`src/rtl/enemy_spawn_sched.sv`:
```
// Spawn scheduler for the three enemy pools: a level-scaled interval, then PICK and ISSUE, so the spawn strobe follows a counter hit by 2 cycles.
// The optional SPAWN_BURST_EN macro adds one mirrored type-1 follow-up spawn at level 3.
module enemy_spawn_sched #(
    parameter int RAND_W    = 16,
    parameter int X_W       = 9,
    parameter int SCREEN_W  = 480,
    parameter int E1_W      = 57,
    parameter int E2_W      = 69,
    parameter int E3_W      = 169,
    parameter int N1        = 8,
    parameter int N2        = 4,
    parameter int N3        = 2,
    parameter int PERIOD0   = 2000,
    parameter int PERIOD1   = 1500,
    parameter int PERIOD2   = 1000,
    parameter int PERIOD3   = 700,
    parameter int LV1_SCORE = 20,
    parameter int LV2_SCORE = 60,
    parameter int LV3_SCORE = 150
) (
    input  logic              clk_run,
    input  logic              rst,
    input  logic              en_i,
    input  logic              restart_i,
    input  logic [RAND_W-1:0] rand_i,
    input  logic [15:0]       score_i,
    input  logic [N1-1:0]     free1_i,
    input  logic [N2-1:0]     free2_i,
    input  logic [N3-1:0]     free3_i,
    output logic              spawn_o,
    output logic [1:0]        spawn_type_o,
    output logic [2:0]        spawn_idx_o,
    output logic [X_W-1:0]    spawn_x_o,
    output logic [1:0]        spawn_speed_o,
    output logic [1:0]        level_o,
    output logic              miss_o
);
    localparam int CNT_W = 16;
    localparam logic [X_W-1:0] LIM1 = X_W'(SCREEN_W - E1_W);
    localparam logic [X_W-1:0] LIM2 = X_W'(SCREEN_W - E2_W);
    localparam logic [X_W-1:0] LIM3 = X_W'(SCREEN_W - E3_W);

    typedef enum logic [1:0] {IDLE = 2'd0, PICK = 2'd1, ISSUE = 2'd2} state_t;

    state_t           state_q, state_d;
    logic [CNT_W-1:0] cnt_q, cnt_d, period_m1;
    logic [1:0]       level_q, level_d, score_lvl;
    logic [X_W+3:0]   r_q, r_d;
    logic [1:0]       type_q, type_d, speed_q, speed_d;
    logic [2:0]       idx_q, idx_d;
    logic [X_W-1:0]   x_q, x_d;
    logic             miss_q, miss_d;
    logic             burst_q;

    logic [1:0]     pref_type, pick_type, pick_speed;
    logic [7:0]     f1_avail, pref_vec;
    logic [3:0]     hit_pref, hit1, pick_hit;
    logic [X_W-1:0] xr, lim, x_wrap, pick_x;
    logic           unused_rand_bits;

    assign unused_rand_bits = ^rand_i[RAND_W-1:X_W+4];

    // Returns {found, index} of the lowest set bit.
    function automatic logic [3:0] first_free(input logic [7:0] v);
        logic [3:0] res;
        res = 4'd0;
        for (int i = 7; i >= 0; i--) begin
            if (v[i]) res = {1'b1, 3'(i)};
        end
        return res;
    endfunction

    always_comb begin
        score_lvl = 2'd0;
        if (score_i >= 16'(LV3_SCORE))      score_lvl = 2'd3;
        else if (score_i >= 16'(LV2_SCORE)) score_lvl = 2'd2;
        else if (score_i >= 16'(LV1_SCORE)) score_lvl = 2'd1;
        case (level_q)
            2'd0:    period_m1 = CNT_W'(PERIOD0 - 1);
            2'd1:    period_m1 = CNT_W'(PERIOD1 - 1);
            2'd2:    period_m1 = CNT_W'(PERIOD2 - 1);
            default: period_m1 = CNT_W'(PERIOD3 - 1);
        endcase
    end

    always_comb begin
        pref_type = 2'd1;
        case (level_q)
            2'd1:    pref_type = (r_q[1:0] == 2'd3) ? 2'd2 : 2'd1;
            2'd2:    pref_type = (r_q[2:0] == 3'd0) ? 2'd3 : (r_q[2:0] <= 3'd2) ? 2'd2 : 2'd1;
            2'd3:    pref_type = (r_q[2:0] <= 3'd1) ? 2'd3 : (r_q[2:0] <= 3'd4) ? 2'd2 : 2'd1;
            default: pref_type = 2'd1;
        endcase
        if (burst_q) pref_type = 2'd1;

        // The follow-up spawn must not reuse the slot whose free bit may still be stale.
        f1_avail = 8'(free1_i) & ~(burst_q ? (8'd1 << idx_q) : 8'd0);
        case (pref_type)
            2'd2:    pref_vec = 8'(free2_i);
            2'd3:    pref_vec = 8'(free3_i);
            default: pref_vec = f1_avail;
        endcase
        hit_pref = first_free(pref_vec);
        hit1     = first_free(f1_avail);
        if (hit_pref[3]) begin
            pick_type = pref_type;
            pick_hit  = hit_pref;
        end else begin
            pick_type = 2'd1;
            pick_hit  = hit1;
        end

        case (pick_type)
            2'd2:    lim = LIM2;
            2'd3:    lim = LIM3;
            default: lim = LIM1;
        endcase
        xr     = r_q[X_W+2:3];
        x_wrap = (xr <= lim) ? xr : xr - lim - 1'b1;
        pick_x = burst_q ? LIM1 - x_q : x_wrap;

        case (level_q)
            2'd0:    pick_speed = 2'b01;
            2'd1:    pick_speed = r_q[X_W+3] ? 2'b11 : 2'b01;
            2'd2:    pick_speed = 2'b11;
            default: pick_speed = r_q[X_W+3] ? 2'b10 : 2'b11;
        endcase
        if (burst_q) pick_speed = speed_q;
    end

`ifdef SPAWN_BURST_EN
    logic burst_d;
`endif

    always_comb begin
        state_d = state_q;
        cnt_d   = cnt_q;
        r_d     = r_q;
        type_d  = type_q;
        idx_d   = idx_q;
        x_d     = x_q;
        speed_d = speed_q;
        miss_d  = 1'b0;
        level_d = (score_lvl > level_q) ? score_lvl : level_q;
`ifdef SPAWN_BURST_EN
        burst_d = burst_q;
`endif
        case (state_q)
            IDLE: begin
                if (en_i) begin
                    if (cnt_q == period_m1) begin
                        cnt_d   = '0;
                        r_d     = rand_i[X_W+3:0];
                        state_d = PICK;
                    end else begin
                        cnt_d = cnt_q + 1'b1;
                    end
                end
            end
            PICK: begin
                if (!en_i) begin
                    state_d = IDLE;
`ifdef SPAWN_BURST_EN
                    burst_d = 1'b0;
`endif
                end else if (pick_hit[3]) begin
                    state_d = ISSUE;
                    type_d  = pick_type;
                    idx_d   = pick_hit[2:0];
                    x_d     = pick_x;
                    speed_d = pick_speed;
                end else begin
                    state_d = IDLE;
                    miss_d  = ~burst_q;
`ifdef SPAWN_BURST_EN
                    burst_d = 1'b0;
`endif
                end
            end
            ISSUE: begin
                state_d = IDLE;
`ifdef SPAWN_BURST_EN
                burst_d = 1'b0;
                if (level_q == 2'd3 && type_q == 2'd1 && !burst_q) begin
                    state_d = PICK;
                    burst_d = 1'b1;
                end
`endif
            end
            default: state_d = IDLE;
        endcase
        if (restart_i) begin
            state_d = IDLE;
            cnt_d   = '0;
            level_d = 2'd0;
            miss_d  = 1'b0;
`ifdef SPAWN_BURST_EN
            burst_d = 1'b0;
`endif
        end
    end

    always_ff @(posedge clk_run or posedge rst) begin
        if (rst) begin
            state_q <= IDLE;
            cnt_q   <= '0;
            level_q <= 2'd0;
            r_q     <= '0;
            type_q  <= 2'd0;
            idx_q   <= 3'd0;
            x_q     <= '0;
            speed_q <= 2'd0;
            miss_q  <= 1'b0;
        end else begin
            state_q <= state_d;
            cnt_q   <= cnt_d;
            level_q <= level_d;
            r_q     <= r_d;
            type_q  <= type_d;
            idx_q   <= idx_d;
            x_q     <= x_d;
            speed_q <= speed_d;
            miss_q  <= miss_d;
        end
    end

`ifdef SPAWN_BURST_EN
    always_ff @(posedge clk_run or posedge rst) begin
        if (rst) burst_q <= 1'b0;
        else     burst_q <= burst_d;
    end
`else
    assign burst_q = 1'b0;
`endif

    assign spawn_o       = (state_q == ISSUE) && !restart_i;
    assign spawn_type_o  = type_q;
    assign spawn_idx_o   = idx_q;
    assign spawn_x_o     = x_q;
    assign spawn_speed_o = speed_q;
    assign level_o       = level_q;
    assign miss_o        = miss_q;
endmodule
```
`config.mk`:
```
export PLATFORM = sky130hd
export DESIGN_NAME = enemy_spawn_sched
export DESIGN_NICKNAME = d
export VERILOG_FILES = /design/src/rtl/enemy_spawn_sched.sv
export SDC_FILE = /design/constraint.sdc
export NUM_CORES = 1
export LEC_CHECK = 0
export ABC_AREA = 1
export CAP_MARGIN = 20
export CORE_MARGIN = 2
export CORE_UTILIZATION = 48
export CTS_CLUSTER_DIAMETER = 80
export DETAILED_ROUTE_END_ITERATION = 7
export HOLD_SLACK_MARGIN = 0.12
export PLACE_DENSITY = 0.74
export SLEW_MARGIN = 0
export SYNTH_ARGS = -nofsm -noshare
export SYNTH_HDL_FRONTEND = slang
export SYNTH_SLANG_ARGS = --single-unit
```
`constraint.sdc`:
```
create_clock -name clk_run -period 3.29 [get_ports clk_run]
set_clock_uncertainty 0.05 [all_clocks]
set_input_delay 0.8225 -clock clk_run [delete_from_list [all_inputs] [get_ports clk_run]]
set_output_delay 0.8225 -clock clk_run [all_outputs]
set_load 0.02 [all_outputs]
```
==> impl_metrics.ini <==
[clock_tree]
holdBufCountCts = 0
insertion_delay_ns = 0.30
cts_root_buf = clkbuf_8
cts.clk_slew.worst_paths_ns = 0.09
htreeDepth = 2
cts_buffer_depth = 2
cts.sinks = 50
cts_tree = built
cts_made_buffers = 5

[worst_hold_path]
holdPathEnd = spawn_speed_o[0]
whs_path_depth = 1
hp-class = reg2reg
min_from = r_q[12]

[logic_synthesis]
async_reset_ff_share_pct = 100
synth_edf_count = 0
synth_ff_type = dfrtp_1
synth_nets = 469
avgSynthCellArea_um2 = 7.83
ys_types = 45
syn_area_um2 = 3220
ys_seq_area_share_pct = 38.9
yosysWarnings = 0
syn_inst = 411
synth_seq_cells = 50

[critical_path]
cp_max_fo = 5
slowest_stage = clkdlybuf4s50_1
path_common_cell = clkdlybuf4s50_1
critPathCaptureType = primary output
reg2regPathDepth = 20
r2r_end = spawn_x_o[7]
path_cells = clkdlybuf4s50_1, nor3_1, clkdlybuf4s50_1
reg2reg_slack_ns = 0.31
start_kind = input port
required_ns = 2.42
crit_type = in2out
arrival_ns = 2.24
max_stage_delay_ns = 0.63
r2r_start = level_o[1]

[detailed_routing]
final_antenna_net_count = 0
drt-vias-per-instance = 5.19
vias = 3075
drt_iter0_markers = 117
drt-wirelength-per-cell_um = 13.0
first_pass_iters = 7
drt-total-wl_mm = 7.70
drc = 4

[status]
failed_checks = DRC
status = finished with violations

[timing]
finalHoldViolCount = 0
finalMaxSlewViolations = 0
relSlewSlack_pct = 45.9
fin_tns_setup_ns = 0
period_share_pct = 94.5
finalSetupViolations = 0
fin_ws_ns = 0.180
clock.fmax_ghz = 0.322
post-route-min-period_ns = 3.11
worst-slew-pin-transition_ns = 0.811

[placement]
place_hpwl_mm = 6.06
dp_slack_ns = -0.434
port_buffers = 65
place.gp.congestion = 0.896

[cells_and_area]
finalNetCount = 572
fin_util_pct = 67.5
area_delta_synth_final_pct = 34.9
fillers = 542
antenna_cells = 0
mostFrequentLayoutCell = nand2_1
drive_above_1_share_pct = 16.9
final_cell_mix = nand2_1 (79), clkdlybuf4s50_1 (62), inv_1 (52), dfrtp_1 (50), nor2_1 (46)

[floorplan]
initial_core_util_pct = 50.1
die_area_um2 = 7370
die_w_um = 85.9
fp-row-count = 29
die_height_um = 85.9
ioPinCount = 70
core_um2 = 6420

[global_route]
grt.overflow.total = 0
grt_start_max_net_pins = 40
grt_pass1_wl_mm = 13.3
track_usage_pct = 22.3
grt_pass1_vias = 3054
antenna_found_initial = 0

[power]
finalPower_w = 0.00138
powerDensity_nw_per_um2 = 317
leakage_nw = 2.07
irDropWorstVdd_mv = 0.227

[run]
cap_violations = 0
## worst max-delay path by stage
stage / from / to / cells past startpoint
5_1_grt: free1_i[5] / spawn_x_o[7] / 22
2_1_floorplan: free1_i[6] / spawn_x_o[6] / 20
4_1_cts: free1_i[6] / spawn_x_o[7] / 22
3_3_place_gp: free1_i[6] / spawn_x_o[4] / 20
3_5_place_dp: free1_i[6] / spawn_x_o[3] / 20
6_report: restart_i / spawn_o / 3
## state kept, by name, summed over array words and instances (netlist names)
name           cells
r_q               13
spawn_x_o          9
spawn_speed_o      2
miss_o             1
spawn_idx_o        3
spawn_type_o       2
state_q            2
level_o            2
cnt_q             16
## final cells by class
class                   count  area (µm²)  area share (%)
clock buffers               7        86.3            1.99
clock inverters             1        5.00           0.115
inverters                  57         214            4.93
multi-input cells         298        1740            40.0
flip-flops and latches     50        1250            28.8
well taps                  77        96.3            2.22
repair buffers            102         948            21.9
## cell usage after synthesis (3+ instances only)
cell type	instances	area [µm²]
inv_2	3	11.3
ha_1	7	87.6
xor2_1	8	70.1
mux2_1	3	33.8
a21oi_1	13	65.1
nand3_4	3	52.6
nand3_1	43	215
buf_2	4	20.0
inv_1	54	203
nor3b_1	3	22.5
a31oi_1	3	18.8
nand2_2	7	43.8
nand3b_1	3	22.5
nor2_1	48	180
nor4_1	3	18.8
nor2_2	3	18.8
nand2_1	80	300
mux2_2	10	113
nor3_1	15	75.1
o21ai_0	14	70.1
nand4_1	5	31.3
dfrtp_1	50	1250
## critical path: cells and delay by family
family	cells	cell delay [ns]
buf+inv	2	1.18
simple gates	1	0.23
## what timing repair did
item / in CTS / in global routing
pin swaps: 3 / 5
setup buffers: 1 / 0
setup endpoints to repair: 7 / 7
resized for setup: 3 / 8
## through the flow
step | cell area, µm² | hold WS, ns | instances
after floorplan | 3220 | 0.393 | 411
after global placement | 4200 | 0.409 | 583
after detailed placement | 4200 | 0.413 | 583
after CTS | 4310 | 0.430 | 592
after global routing | 4340 | 0.458 | 592
final | 4340 | 0.424 | 592
## routing by layer
| metal | part of all wire, % | GRT usage [%] | vias up |
|---|---|---|---|
| met5 | 0 | 0 | - |
| met4 | 1.3 | 5.63 | 0 |
| met3 | 3.4 | 4.81 | 10 |
| met2 | 51 | 39.0 | 56 |
| met1 | 45 | 27.8 | 1444 |
| li1 | - | - | 1565 |
## report_power, final
group | internal (W) | switching [W]
sequential | 0.000620 | 0.00000900
combinational | 0.000178 | 0.000197
clock | 0.000170 | 0.000203
## kinds of logic (layout without fill, tap and decap cells)
family	count (synthesis)	in the layout	share of synthesized area [%]
compound gates	46	46	8.95
simple gates	222	222	33.8
mux	13	13	4.55
buf+inv	63	167	7.97
xor+xnor	9	9	2.45
fa+ha+maj	8	8	3.34
flops	50	50	38.9
No activity file was read; power rests on OpenSTA's default activity.
